$ cat src/rtl/lsu_ctrl.sv
`default_nettype none
//------------------------------------------------------------------------------
// Module      : lsu_ctrl
// Description : Load/store unit controller for a word-addressed data memory;
//               byte/halfword stores use a read-modify-write sequence.
// Revision    : 1.0 - initial release
//------------------------------------------------------------------------------
module lsu_ctrl #(
    parameter int ADDRESS = 10
) (
    input  logic               clk,
    input  logic               reset_n,
    input  logic               req_valid,
    output logic               req_ready,
    input  logic               req_we,
    input  logic [2:0]         req_funct3,
    input  logic [31:0]        req_addr,
    input  logic [31:0]        req_wdata,
    output logic               rsp_valid,
    output logic [31:0]        rsp_rdata,
    output logic               rsp_err,
    output logic               MemRW,
    output logic [ADDRESS-1:0] Addr,
    output logic [31:0]        DataW,
    input  logic [31:0]        DataR
);

    typedef enum logic [1:0] {
        S_IDLE = 2'd0,
        S_RD   = 2'd1,
        S_WR   = 2'd2,
        S_RESP = 2'd3
    } state_t;

    state_t             r_state;
    state_t             w_next;
    logic               r_we;
    logic [2:0]         r_funct3;
    logic [ADDRESS+1:0] r_addr;
    logic [31:0]        r_wdata;
    logic [31:0]        r_data;
    logic               r_err;

    logic               w_req_err;
    logic [31:0]        w_merged;
    logic [31:0]        w_load;
    logic [7:0]         w_byte;
    logic [15:0]        w_half;

    // Request legality is judged on the live inputs so the IDLE branch can route errors straight to RESP.
    always_comb begin
        w_req_err = 1'b0;
        case (req_funct3)
            3'b000:  w_req_err = 1'b0;
            3'b001:  w_req_err = req_addr[0];
            3'b010:  w_req_err = |req_addr[1:0];
            3'b100:  w_req_err = req_we;
            3'b101:  w_req_err = req_we | req_addr[0];
            default: w_req_err = 1'b1;
        endcase
        if (|req_addr[31:ADDRESS+2]) begin
            w_req_err = 1'b1;
        end
    end

    always_ff @(posedge clk or negedge reset_n) begin
        if (!reset_n) begin
            r_state  <= S_IDLE;
            r_we     <= 1'b0;
            r_funct3 <= 3'b000;
            r_addr   <= '0;
            r_wdata  <= 32'd0;
            r_data   <= 32'd0;
            r_err    <= 1'b0;
        end else begin
            r_state <= w_next;
            if (r_state == S_IDLE && req_valid) begin
                r_we     <= req_we;
                r_funct3 <= req_funct3;
                r_addr   <= req_addr[ADDRESS+1:0];
                r_wdata  <= req_wdata;
                r_err    <= w_req_err;
            end
            if (r_state == S_RD) begin
                r_data <= DataR;
            end
        end
    end

    always_comb begin
        w_merged = r_data;
        case (r_funct3[1:0])
            2'b00: begin
                case (r_addr[1:0])
                    2'd0:    w_merged[7:0]   = r_wdata[7:0];
                    2'd1:    w_merged[15:8]  = r_wdata[7:0];
                    2'd2:    w_merged[23:16] = r_wdata[7:0];
                    default: w_merged[31:24] = r_wdata[7:0];
                endcase
            end
            2'b01: begin
                if (r_addr[1]) w_merged[31:16] = r_wdata[15:0];
                else           w_merged[15:0]  = r_wdata[15:0];
            end
            default: w_merged = r_wdata;
        endcase
    end

    always_comb begin
        case (r_addr[1:0])
            2'd0:    w_byte = r_data[7:0];
            2'd1:    w_byte = r_data[15:8];
            2'd2:    w_byte = r_data[23:16];
            default: w_byte = r_data[31:24];
        endcase
        w_half = r_addr[1] ? r_data[31:16] : r_data[15:0];
        case (r_funct3)
            3'b000:  w_load = {{24{w_byte[7]}}, w_byte};
            3'b001:  w_load = {{16{w_half[15]}}, w_half};
            3'b010:  w_load = r_data;
            3'b100:  w_load = {24'd0, w_byte};
            3'b101:  w_load = {16'd0, w_half};
            default: w_load = 32'd0;
        endcase
    end

    always_comb begin
        w_next    = r_state;
        req_ready = 1'b0;
        MemRW     = 1'b0;
        Addr      = '0;
        DataW     = 32'd0;
        rsp_valid = 1'b0;
        rsp_rdata = 32'd0;
        rsp_err   = 1'b0;
        case (r_state)
            S_IDLE: begin
                req_ready = 1'b1;
                if (req_valid) begin
                    if (w_req_err)                w_next = S_RESP;
                    else if (!req_we)             w_next = S_RD;
                    else if (req_funct3 == 3'b010) w_next = S_WR;
                    else                          w_next = S_RD;
                end
            end
            S_RD: begin
                Addr   = r_addr[ADDRESS+1:2];
                w_next = r_we ? S_WR : S_RESP;
            end
            S_WR: begin
                MemRW  = 1'b1;
                Addr   = r_addr[ADDRESS+1:2];
                DataW  = w_merged;
                w_next = S_RESP;
            end
            default: begin
                rsp_valid = 1'b1;
                rsp_err   = r_err;
                rsp_rdata = (r_err || r_we) ? 32'd0 : w_load;
                w_next    = S_IDLE;
            end
        endcase
    end

endmodule
`default_nettype wire

$ cat config.mk
export PLATFORM = sky130hd
export DESIGN_NAME = lsu_ctrl
export DESIGN_NICKNAME = d
export VERILOG_FILES = /design/src/rtl/lsu_ctrl.sv
export SDC_FILE = /design/constraint.sdc
export NUM_CORES = 1
export LEC_CHECK = 0
export ABC_CLOCK_PERIOD_IN_PS = 1720
export BUFFER_PORTS_ARGS = -buffer_cell sky130_fd_sc_hd__buf_2
export CAP_MARGIN = 20
export CORE_UTILIZATION = 47
export CTS_BUF_LIST = sky130_fd_sc_hd__clkbuf_4 sky130_fd_sc_hd__clkbuf_8
export DETAILED_ROUTE_END_ITERATION = 6
export PLACE_DENSITY_LB_ADDON = 0.08
export SLEW_MARGIN = 10
export SYNTH_ARGS = -nofsm -noshare
export SYNTH_HDL_FRONTEND = slang
export SYNTH_SLANG_ARGS = --single-unit
$ cat constraint.sdc
create_clock -name clk -period 1.72 [get_ports clk]
set_input_delay 0 -clock clk [delete_from_list [all_inputs] [get_ports clk]]
set_output_delay 0 -clock clk [all_outputs]
set_load 0.01 [all_outputs]
# Yosys cells after proc, flatten, opt, wreduce, memory -nomap -nowiden
# Index checks and enable logic that the tools add are counted.
# totals
output_inout_bits	78
mem_bits_rw	0
inputBits	103
wordCells	60
ff_bits	83
memories	0
latchBits	0
rom_bits	0
# op_classes
div_mod_pow	0
multipliers	0
n_eq_ne	14
bitwise_logic	1
n_reduce_logical	12
muxes	26
magnitude_cmp	0
n_shift	0
addsub	0
# op_table
operator	count
case mux 32 bit (5 select lines)	1
two-way mux 32 bit	3
case mux 32 bit (2 select lines)	1
two-way mux 16 bit	3
two-way mux 8 bit	4
case mux 8 bit (3 select lines)	1
OR reduction 20 bit	1
equality test 3 bit, second input constant	4
two-way mux 10 bit	1
two-way mux 2 bit	4
equality test 2 x 1 -> 1 bit, second input constant	3
equality test 3 x 1 -> 1 bit, second input constant	2
equality test 3 x 2 -> 1 bit, second input constant	2
zero test 2 bit	3
zero test 3 bit	2
two-way mux 1 bit	6
case mux 2 bit (3 select lines)	1
OR reduction 3 bit	2
case mux 1 bit (5 select lines)	1
equality test 2 bit, second input constant	2
OR reduction 2 bit	2
inequality test 2 bit, second input constant	1
logical AND 1 bit	1
logical OR 1 bit	1
OR 1 bit	1

# Logic depth before layout (Yosys ltp)
# Gate-level depths: netlist (run 1).
# logic_depth
depth_word	6
depth_mapped	8
depth_no_buf	6

# Least setup slack after synthesis (run 1)
# Ideal clock, no wire load.
# synth_timing
kind	reg-to-reg
from	register r_state[0]
to	register r_addr[0]
period_less_slack_ps	1673
setup_time_ps	125
n_path_buf	1
t_required_ps	1595
path_stages_with_launch	6
path_slack_ps	47
t_arrival_ps	1549
cell_sequence	dfrtp_1 inv_1 ha_1 nand2_1 buf_1 mux2_2
# synth_via
elab_chain_cells	2
# synth_rtl
item	line	text
start, declared	35	state_t r_state;
start signal, assigned	76	r_state <= w_next;
zero test 2 bit	77	if (r_state == S_IDLE && req_valid) begin
logical AND 1 bit	77	
end signal, assigned	80	r_addr <= req_addr[ADDRESS+1:0];
end, declared	39	logic [ADDRESS+1:0] r_addr;
# Every way passes these cells.
# A chain may end at the register's enable or synchronous reset.

# Final worst setup path (run 1)
# layout_timing
from	register r_addr[1]
to	output port rsp_rdata[31]
# layout_via
elab_chain_cells	5
word_cells_on_any_way	8
cone_classes	eq/ne (2); mux (5); reduce/logical (1)
# layout_rtl
item	line	text
equality test 2 bit, or another cell as far along	110	case (r_addr[1:0])
case mux 8 bit (3 select lines)	110	
case mux 32 bit (5 select lines) (*)	117	case (r_funct3)
two-way mux 32 bit (*)	159	rsp_rdata = (r_err || r_we) ? 32'd0 : w_load;
two-way mux 32 bit (*)	136	case (r_state)
end, declared	20	output logic [31:0] rsp_rdata,
# Every way passes the cells marked *; elsewhere a longest branch is shown, timed or not.

==> impl_metrics.csv, run 1 <==
group,metric,value,unit
outcome,outcome,"complete, but fails checks",
outcome,failed_checks,"DRC, setup timing",
synth,synth-edff-count,0,
clocking,cts_buffer_depth,2,
detailed_routing,detail_route.iter0.violations,375,
clocking,tritoncts,"yes",
setup_path,crit_path_end_kind,"output pin",
cells_and_area,final_cell_area,7950,µm²
global_routing,grt_pass1_wl,25700,µm
floorplan,die_area,11000,µm²
cells_and_area,finalNetCount,864,
setup_path,setup.worst_path.start_class,"register",
clocking,numClockSinks,83,
synth,synthMostInstantiatedCell,"dfrtp_1",
clocking,cts_inserted_buffers,9,
synth,ys_top_cells_by_area,"dfrtp_1 (42%), mux2_2 (18%), mux4_2 (3.6%)",
place,dpl_worst_slack,0.0134,ns
sta,report.final.slew_viol_count,0,
synth,most_instantiated_flip_flop_cell_in_the_synthesis_netlist,"dfrtp_1",
setup_path,cp.buffers_inverters,1,
floorplan,initial_utilization,48.3,%
power,leakagePower,0.00366,µW
setup_path,cp_cell_sequence,"mux4_2 -> mux2_4 -> nand2_8 -> a21oi_2 -> buf_2",
synth,yosysSeqAreaShare,41.6,%
worst_hold_path,hold-path-cell-count,4,
setup_path,required,1.72,ns
cells_and_area,layout.core_utilization,77.0,%
synth,synthCells,455,
clocking,cts.root.buffer_cell,"clkbuf_8",
sta,final.min_clock_period,2.02,ns
power,netSwitchingPower,6790,µW
sta,fin_hold_ws,0.0924,ns
sta,min_period_over_period,117,%
cells_and_area,antenna_cells_inserted,0,
floorplan,floorplan.rows,37,
power,power_per_cell_area,1960,nW/µm²
detailed_routing,vias,5156,
place,dp_hpwl,11500,µm
synth,ys_warn_count,0,
global_routing,grt_max_degree,51,
global_routing,antenna_found_initial,0,
detailed_routing,wirelength,17300,µm
power,register_share_of_total_power,26.5,%
power,power.combinational.fraction,65.0,%
detailed_routing,drtAntennaViolNets,0,
synth,synth_largest_area_cell,"dfrtp_1",
global_routing,global_route.usage.total,30.4,%
setup_path,path_class,"reg -> out",
sta,postLayoutSetupSlackWorst,-0.298,ns
clocking,worstSkewPairLatency,0.36,ns
floorplan,ios,181,
detailed_routing,post_drt_via_cell_ratio,5.74,
sta,setup_viol_count_final,64,
worst_hold_path,hold_crit_path_type,"in -> reg",
job,drv.max_cap_violation_count,0,
global_routing,overflow_after_grt,0,
sta,final-hold-violation-count,0,
synth,syn_avg_cell_area,11.0,µm²
power,power_internal,8780,µW
synth,post_synth_most_frequent_cells,"dfrtp_1 (83), mux2_2 (81), a21oi_1 (31)",
place,place_area,6260,µm²
detailed_routing,routed_wire_length_per_instance,19.3,µm
place,gp_routability_congestion,0.899,
synth,share_of_the_synthesized_area_in_the_top_cell_type,41.6,%
sta,fmax,496,MHz
power,net_sw_share,43.6,%
synth,ys_seq_elements,83,
floorplan,core-area,10300,µm²
synth,post_synth_num_cell_types,44,
setup_path,timing.critical_path.depth,5,
setup_path,critical_path.slowest_cell,"mux4_2",
setup_path,worst_path_largest_cell_delay,0.53,ns
cells_and_area,synthToLayoutAreaGrowth,59.4,%
sta,finalClockSkew,0.00885,ns
sta,worst-slew-pin-transition,0.388,ns
synth,synth.cell_area,4990,µm²
floorplan,die_height,105,µm
place,port_buffers,180,
synth,asyncSetResetFlopFracSynth,100,%
synth,total_nets_after_synthesis,562,
floorplan,fp.dieW,105,µm
clocking,clk_pin_slew,0.09,ns
detailed_routing,drc,6,
power,ir_worst_vdd,998,µV
global_routing,first_global_vias,5049,
clocking,cts-htree-levels,3,
sta,rsz0062_at_grt,"yes",
cells_and_area,drive_above_1_share,54.9,%
setup_path,worstPathMaxFanout,8,
setup_path,worstRegToRegCells,5,
sta,max_slew_margin,74.1,%
power,power.clock.fraction,8.5,%
setup_path,worstPathArrival,2.02,ns
setup_path,cp_top_family,"multiplexers",
power,totalPowerFinal,15600,µW
detailed_routing,drt_pre_antenna_iters,7,
-- worst min-delay path, delay by kind of cell --
family / cells / cell delay, ns
AND/OR/NAND/NOR: 1 / 0.11
AO/OA/AOI/OAI: 2 / 0.23
buffers and inverters: 1 / 0.07
-- cells in the final DEF, fill, tap and decap left out, drive strengths merged, types with 2 or more instances in the layout --
cell / count
a22oi: 15
inv: 8
dlygate4sd3: 83
o21ai: 15
mux2i: 17
mux2: 82
nand4: 2
clkinvlp: 3
a21oi: 33
nand3b: 7
o211a: 8
and2: 14
clkinv: 4
nand3: 5
nor4: 4
a222oi: 8
a31oi: 3
nand2: 28
dfrtp: 83
mux4: 8
nor2: 22
a221oi: 9
clkbuf: 12
nor2b: 12
a211oi: 10
o21a: 7
buf: 239
a22o: 9
ha: 4
-- worst paths after layout --
kind                         startpoint             to  slack (ns)
hold / removal             req_addr[17]     r_state[1]        0.09
setup reg to reg             r_state[1]     r_wdata[6]        0.09
max in group asynchronous       reset_n      r_data[4]        0.79
setup / recovery              r_addr[1]  rsp_rdata[31]       -0.30
min in group asynchronous       reset_n     r_data[19]        0.17
hold reg to reg              r_addr[11]     r_addr[11]        0.51
-- power groups by stage --
stage	logic, µW	registers, µW	clock network [µW]
floorplan	5340	3660	0
global placement	7720	4020	0
detailed placement	7890	4040	0
CTS	8650	4020	1350
global route	10700	4200	1420
finish	10100	4120	1320
-- cells by family after synthesis --
family / Yosys count / synth area share (%)
DFF: 83 / 41.6
adders and majority gates: 4 / 1.00
muxes: 107 / 25.6
buffers and inverters: 44 / 4.31
AOI/OAI and AO/OA: 120 / 17.5
and+or+nand+nor: 97 / 9.98
-- flip-flops by register name, indices dropped and copies added, names as in the netlist --
signal    flops
r_funct3      3
r_err         1
r_we          1
r_state       2
r_wdata      32
r_addr       12
r_data       32
-- final cells by class --
class	count	area, µm²
clock buffers	10	138
clock inverters	6	41.3
fillers	702	2370
inverters	8	55.1
multi-input cells	330	3020
flip-flops and latches	83	2080
well taps	136	170
repair buffers	324	2430
repair inverters	1	8.76
-- stage by stage --
| step | setup TNS, ns | cells |
|---|---|---|
| 2_1_floorplan | 0 | 455 |
| 3_5_place_dp | 0 | 778 |
| 5_1_grt | -15.39 | 898 |
| 4_1_cts | -8.76 | 882 |
| 3_3_place_gp | 0 | 778 |
| 6_report | -10.61 | 898 |
-- layer usage --
layer | routed length [µm] | global-route usage [%] | vias to the layer above
met5 | 0 | 0 | -
met1 | 6760 | 36.1 | 2492
li1 | - | - | 2319
met4 | 524 | 11.7 | 0
met3 | 1230 | 5.80 | 54
met2 | 8790 | 54.0 | 291
-- repair_timing --
| item | CTS | global route |
|---|---|---|
| gates resized for setup | 45 | 65 |
| endpoints found under the setup margin | 64 | 123 |
| setup buffers | 5 | 12 |
| hold buffers | 83 | 0 |
| hold endpoints to repair | 164 | 0 |
| cloned | 1 | 4 |
| pin swaps | 16 | 25 |
(Power assumes the default switching activity.)
==> inputs of run 2 (changes only) <==
ABC_AREA = 1   (was not set)
==> run 2 against run 1 <==
The run still ends with DRC, setup timing left. Area after synthesis grew 4.5%. Design area decreased by 1.7%. Synthesized cell count is 66% higher. Maximum frequency increased by 2.4%. Combinational power fell by 17%. Clock-buffer cell count decreased by 1. Routed wire length grew 19%. Die area rose by 4.4%. Highest routed layer unchanged.
==> impl_metrics.csv, run 2 <==
group,metric,value,unit
global_routing,grt_max_degree,65,
detailed_routing,drtAntennaViolNets,0,
cells_and_area,final_cell_area,7810,µm²
synth,ys_top_cells_by_area,"dfrtp_1 (40%), nand2_1 (19%), o21ai_0 (8.9%)",
synth,synth-edff-count,0,
sta,min_period_over_period,115,%
cells_and_area,antenna_cells_inserted,0,
cells_and_area,largest_registers,"r_data: 32 flops, r_wdata: 32 flops, r_addr: 12 flops",
sta,timing.setup.tns,-11.16,ns
power,power_per_cell_area,1760,nW/µm²
detailed_routing,post_drt_via_cell_ratio,5.43,
sta,final.min_clock_period,1.97,ns
floorplan,die_height,107,µm
worst_hold_path,hold_crit_path_type,"in -> reg",
clocking,cts.root.buffer_cell,"clkbuf_8",
setup_path,crit_path_end_kind,"output pin",
global_routing,first_global_vias,6125,
clocking,cts_inserted_buffers,9,
global_routing,global_route.usage.total,35.8,%
synth,synth.cell_area,5210,µm²
detailed_routing,routed_wire_length_per_instance,17.6,µm
setup_path,path_class,"reg -> out",
sta,setup_viol_count_final,64,
detailed_routing,detail_route.iter0.violations,631,
setup_path,setup.worst_path.start_class,"register",
place,dp_hpwl,14000,µm
floorplan,fp.dieW,107,µm
cells_and_area,layoutNonFillerInstCount,1174,
floorplan,die_area,11500,µm²
synth,most_instantiated_flip_flop_cell_in_the_synthesis_netlist,"dfrtp_1",
job,drv.max_cap_violation_count,0,
floorplan,initial_utilization,48.1,%
setup_path,worstPathArrival,1.97,ns
outcome,outcome,"complete, but fails checks",
clocking,clk_pin_slew,0.09,ns
detailed_routing,vias,6379,
power,totalPowerFinal,13700,µW
place,gp_routability_congestion,0.921,
setup_path,worstPathMaxFanout,17,
cells_and_area,most_common_cell_after_layout_fill_and_taps_aside,"nand2_1",
synth,yosysSeqAreaShare,39.8,%
sta,final-hold-violation-count,0,
detailed_routing,drc,1,
sta,fmax,507,MHz
global_routing,grt_pass1_wl,31300,µm
cells_and_area,synthToLayoutAreaGrowth,49.9,%
clocking,cts_buffer_depth,2,
detailed_routing,wirelength,20600,µm
synth,post_synth_most_frequent_cells,"nand2_1 (260), o21ai_0 (93), inv_1 (85)",
sta,worst-slew-pin-transition,0.525,ns
floorplan,core-area,10800,µm²
synth,asyncSetResetFlopFracSynth,100,%
place,dpl_worst_slack,-0.0374,ns
synth,total_nets_after_synthesis,864,
sta,rsz0062_at_grt,"yes",
clocking,numClockSinks,83,
synth,syn_avg_cell_area,6.89,µm²
synth,post_synth_num_cell_types,34,
global_routing,antenna_found_initial,0,
global_routing,overflow_after_grt,0,
cells_and_area,final_cell_mix,"nand2_1 (253), buf_2 (178), inv_1 (84)",
cells_and_area,nFillCells,861,
floorplan,floorplan.rows,38,
synth,synthMostInstantiatedCell,"nand2_1",
place,port_buffers,180,
clocking,cts-htree-levels,3,
outcome,failed_checks,"DRC, setup timing",
sta,finalClockSkew,0.0123,ns
cells_and_area,finalNetCount,1136,
clocking,tritoncts,"yes",
floorplan,ios,181,
power,ir_worst_vdd,968,µV
cells_and_area,drive_above_1_share,30.2,%
synth,synth_largest_area_cell,"dfrtp_1",
clocking,worstSkewPairLatency,0.37,ns
detailed_routing,drt_pre_antenna_iters,7,
sta,report.final.slew_viol_count,0,
power,leakagePower,0.00403,µW
synth,synthCells,757,
place,dpl.cell_count,1061,
synth,share_of_the_synthesized_area_in_the_top_cell_type,39.8,%
synth,ys_seq_elements,83,
synth,ys_warn_count,0,
sta,max_slew_margin,65.0,%
place,place_area,6370,µm²
sta,postLayoutSetupSlackWorst,-0.251,ns
setup_path,required,1.72,ns
run 2: cell count changes after synthesis, sizes merged, moves of 14 or more:
cell,previous run,this run
and2,14,0
a21oi,33,77
nand2,27,261
mux2,82,0
o21ai,15,95
a22oi,15,0
nor2,22,40
inv,6,93
mux2i,17,0
run 2: power breakdown:
part / switching (µW) / internal, µW
sequential: 979 / 2890
combinational: 5210 / 3170
clock: 812 / 692
run 2: logic make-up (layout without fill, tap and decap cells):
kind of cell    after synthesis  count (layout)  synth area share [%]
compound gates              221             222                  24.9
flops                        83              83                  39.8
simple gates                311             312                  23.6
fa+ha+maj                     4               4                 0.960
buf+inv                     138             413                  10.7
run 2: cell type report:
cell class | instances | area [µm²] | share of cell area, %
timing repair buffer | 303 | 2200 | 28.1
clock buffer | 9 | 124 | 1.59
clock inverter | 7 | 81.3 | 1.04
sequential | 83 | 2080 | 26.6
inverter | 94 | 372 | 4.76
tap | 140 | 175 | 2.24
multi-input combinational | 538 | 2780 | 35.6
run 2: worst max-delay path, stage by stage (launching register included):
cell,delay [ns]
dfrtp_2,0.46
buf_12,0.14
nor3_4,0.27
buf_4,0.18
buf_12,0.15
a21oi_1,0.08
a21oi_1,0.16
buf_2,0.16
run 2: what timing repair did:
| item | 4_1_cts | 5_1_grt |
|---|---|---|
| setup buffers | 10 | 3 |
| endpoints found under the setup margin | 64 | 78 |
| hold buffers | 82 | 0 |
| resized for setup | 28 | 55 |
| pin swaps | 6 | 15 |
| hold endpoints to repair | 121 | 0 |
| cloned | 1 | 1 |
run 2: per-stage QoR:
step / util, % / hold WS [ns]
2_1_floorplan: - / -0.296
3_3_place_gp: 58.8 / -0.00223
3_5_place_dp: 58.8 / 0.00340
4_1_cts: 70.2 / 0.0737
5_1_grt: 72.1 / 0.133
6_report: 72.1 / 0.0942
run 2: worst paths after layout:
check,end,cells past startpoint,start,slack (ns)
hold / removal,r_err,5,req_addr[28],0.09
setup reg to reg,r_wdata[8],7,r_state[0],0.14
max in group asynchronous,r_wdata[12],3,reset_n,0.96
min in group asynchronous,r_data[6],2,reset_n,0.15
hold reg to reg,r_wdata[31],2,r_wdata[31],0.49
setup / recovery,rsp_rdata[16],7,r_funct3[0],-0.25
run 2: per-layer routing:
metal	vias up	global-route usage (%)	part of all wire (%)
li1	3004	-	-
met1	2969	45.4	41
met2	356	61.5	48
met3	50	5.81	7.3
met4	0	13.5	3.0
met5	-	0	0
==> inputs of run 3 (changes only) <==
CORE_ASPECT_RATIO = 0.6   (was not set)
==> run 3 against run 2 <==
The run ends with setup timing left. Critical path depth grew 3. Combinational power rose by 21%. Routed wire length grew 4.2%. Setup slack got worse by 0.12 ns. Via count up 4.5%. Largest cell class unchanged.
==> impl_metrics.csv, run 3 (synthesis gave the netlist of run 2 again) <==
group,metric,value,unit
cells_and_area,largest_registers,"r_data: 32 flops, r_wdata: 32 flops, r_addr: 12 flops",
power,power_internal,7560,µW
setup_path,worst_path_largest_cell_delay,0.46,ns
outcome,outcome,"complete, but fails checks",
detailed_routing,drt_pre_antenna_iters,5,
sta,rsz0062_at_grt,"yes",
global_routing,grt_pass1_wl,32100,µm
cells_and_area,antenna_cells_inserted,0,
power,netSwitchingPower,7870,µW
power,ir_worst_vdd,975,µV
cells_and_area,layout.core_utilization,79.3,%
detailed_routing,wirelength,21500,µm
floorplan,die_area,11500,µm²
power,power.clock.fraction,9.5,%
sta,worst-slew-pin-transition,0.622,ns
worst_hold_path,holdPathEnd,"r_err",
setup_path,critical_path.reg2reg.endpoint,"r_wdata[9]",
place,gp_routability_congestion,0.931,
sta,max_slew_margin,58.5,%
floorplan,core-area,10700,µm²
global_routing,overflow_after_grt,0,
floorplan,fp.dieW,138,µm
detailed_routing,post_drt_via_cell_ratio,5.52,
power,power.combinational.fraction,65.3,%
setup_path,required,1.72,ns
cells_and_area,drive_above_1_share,36.3,%
sta,fmax,479,MHz
sta,postLayoutSetupSlackWorst,-0.369,ns
detailed_routing,routed_wire_length_per_instance,17.8,µm
setup_path,worstPathMaxFanout,5,
clocking,cts_buffer_depth,2,
global_routing,first_global_vias,6089,
worst_hold_path,timing.hold.worst.start,"req_addr[28]",
clocking,clk_pin_slew,0.10,ns
setup_path,worstPathArrival,2.09,ns
clocking,cts_inserted_buffers,9,
cells_and_area,final_cell_mix,"nand2_1 (248), buf_2 (177), inv_1 (82), dlygate4sd3_1 (82), dfrtp_1 (81)",
floorplan,floorplan.rows,29,
floorplan,initial_utilization,48.9,%
cells_and_area,synthToLayoutAreaGrowth,62.3,%
setup_path,r2r-start,"r_state[0]",
setup_path,crit_path_end_kind,"output pin",
clocking,worstSkewPairLatency,0.39,ns
sta,final-hold-violation-count,0,
floorplan,ios,181,
place,port_buffers,180,
clocking,numClockSinks,83,
power,register_share_of_total_power,25.1,%
setup_path,worstRegToRegCells,7,
detailed_routing,drc,0,
power,net_sw_share,51.0,%
worst_hold_path,hold_crit_path_type,"in -> reg",
setup_path,r2r_slack,0.11,ns
clocking,cts-htree-levels,3,
setup_path,cp_top_family,"buffers and inverters",
cells_and_area,finalNetCount,1172,
sta,report.final.slew_viol_count,0,
clocking,cts.root.buffer_cell,"clkbuf_8",
place,dp_hpwl,14000,µm
clocking,tritoncts,"yes",
cells_and_area,most_common_cell_after_layout_fill_and_taps_aside,"nand2_1",
global_routing,antenna_found_initial,0,
detailed_routing,detail_route.iter0.violations,696,
detailed_routing,vias,6669,
setup_path,path_class,"reg -> out",
power,power_per_cell_area,1820,nW/µm²
outcome,failed_checks,"setup timing",
floorplan,die_height,83.6,µm
job,drv.max_cap_violation_count,0,
setup_path,critical_path.slowest_cell,"dfrtp_1",
place,dpl_worst_slack,0.0120,ns
setup_path,setup.worst_path.start_class,"register",
setup_path,cp.buffers_inverters,5,
sta,min_period_over_period,121,%
global_routing,grt_max_degree,66,
sta,setup_viol_count_final,64,
worst_hold_path,hold-path-cell-count,5,
sta,finalClockSkew,0.00793,ns
power,leakagePower,0.00430,µW
sta,final.min_clock_period,2.09,ns
setup_path,cp_cell_sequence,"inv_2 -> nor2_4 -> inv_4 -> nor2_4 -> inv_2 -> o21ai_4 -> buf_6 -> nor2_2 -> a211oi_2 -> buf_2",
global_routing,global_route.usage.total,36.8,%
detailed_routing,drtAntennaViolNets,0,
==> run 3: metal layers <==
metal	global-route usage [%]	vias to the layer above	wire length, µm
met5	0	-	0
li1	-	3076	-
met1	54.1	3077	9000
met2	53.5	442	9410
met3	7.47	74	2410
met4	12.5	0	681
==> run 3: worst max path at each step <==
stage,from,to,slack [ns],cells past startpoint
after floorplan,r_state[0],r_addr[10],0.12,8
after global placement,r_addr[1],DataW[11],0.03,5
after detailed placement,r_addr[1],DataW[3],0.01,6
after CTS,r_funct3[0],DataW[7],-0.24,10
after global routing,r_funct3[0],DataW[7],-0.42,10
final,r_funct3[0],DataW[7],-0.37,10
==> run 3: repair_timing <==
action	CTS	global route
gates resized for setup	67	104
pin swaps	12	22
endpoints found under the hold margin	123	0
gates cloned	2	4
setup buffers	20	18
setup endpoints to repair	64	67
hold buffers	82	0
==> run 3: stage by stage <==
step / instance area [µm²] / cells / setup TNS [ns] / hold WS [ns] / power, µW
floorplan: 5210 / 757 / 0 / -0.296 / 8090
global placement: 6450 / 1071 / 0 / 0.0388 / 10900
detailed placement: 6450 / 1071 / 0 / 0.0478 / 11000
CTS: 7880 / 1190 / -11.27 / 0.0526 / 13700
global route: 8460 / 1209 / -19.15 / 0.0589 / 16300
finish: 8460 / 1209 / -14.95 / 0.0624 / 15400
==> run 3: layout make-up <==
cell class                 count  area (µm²)
clock inverter                 7        72.6
fill                         756        2210
timing repair buffer         341        2630
tap                          139         174
clock buffer                   9         124
inverter                      94         372
multi-input combinational    536        3010
sequential                    83        2080
==> run 3: power groups by stage <==
stage,Clock [µW],Sequential (µW),Combinational (µW)
final,1470,3880,10100
after CTS,1490,3730,8500
after floorplan,0,3430,4670
after global placement,0,3720,7150
after detailed placement,0,3750,7270
after global routing,1570,3930,10800
==> run 3: worst reg2reg max path: stages, from the launching register on <==
cell     delay (ns)
dfrtp_1        0.43
inv_1          0.12
ha_2           0.23
nand2_1        0.12
inv_1          0.17
buf_12         0.23
nand2_1        0.15
o21ai_0        0.09
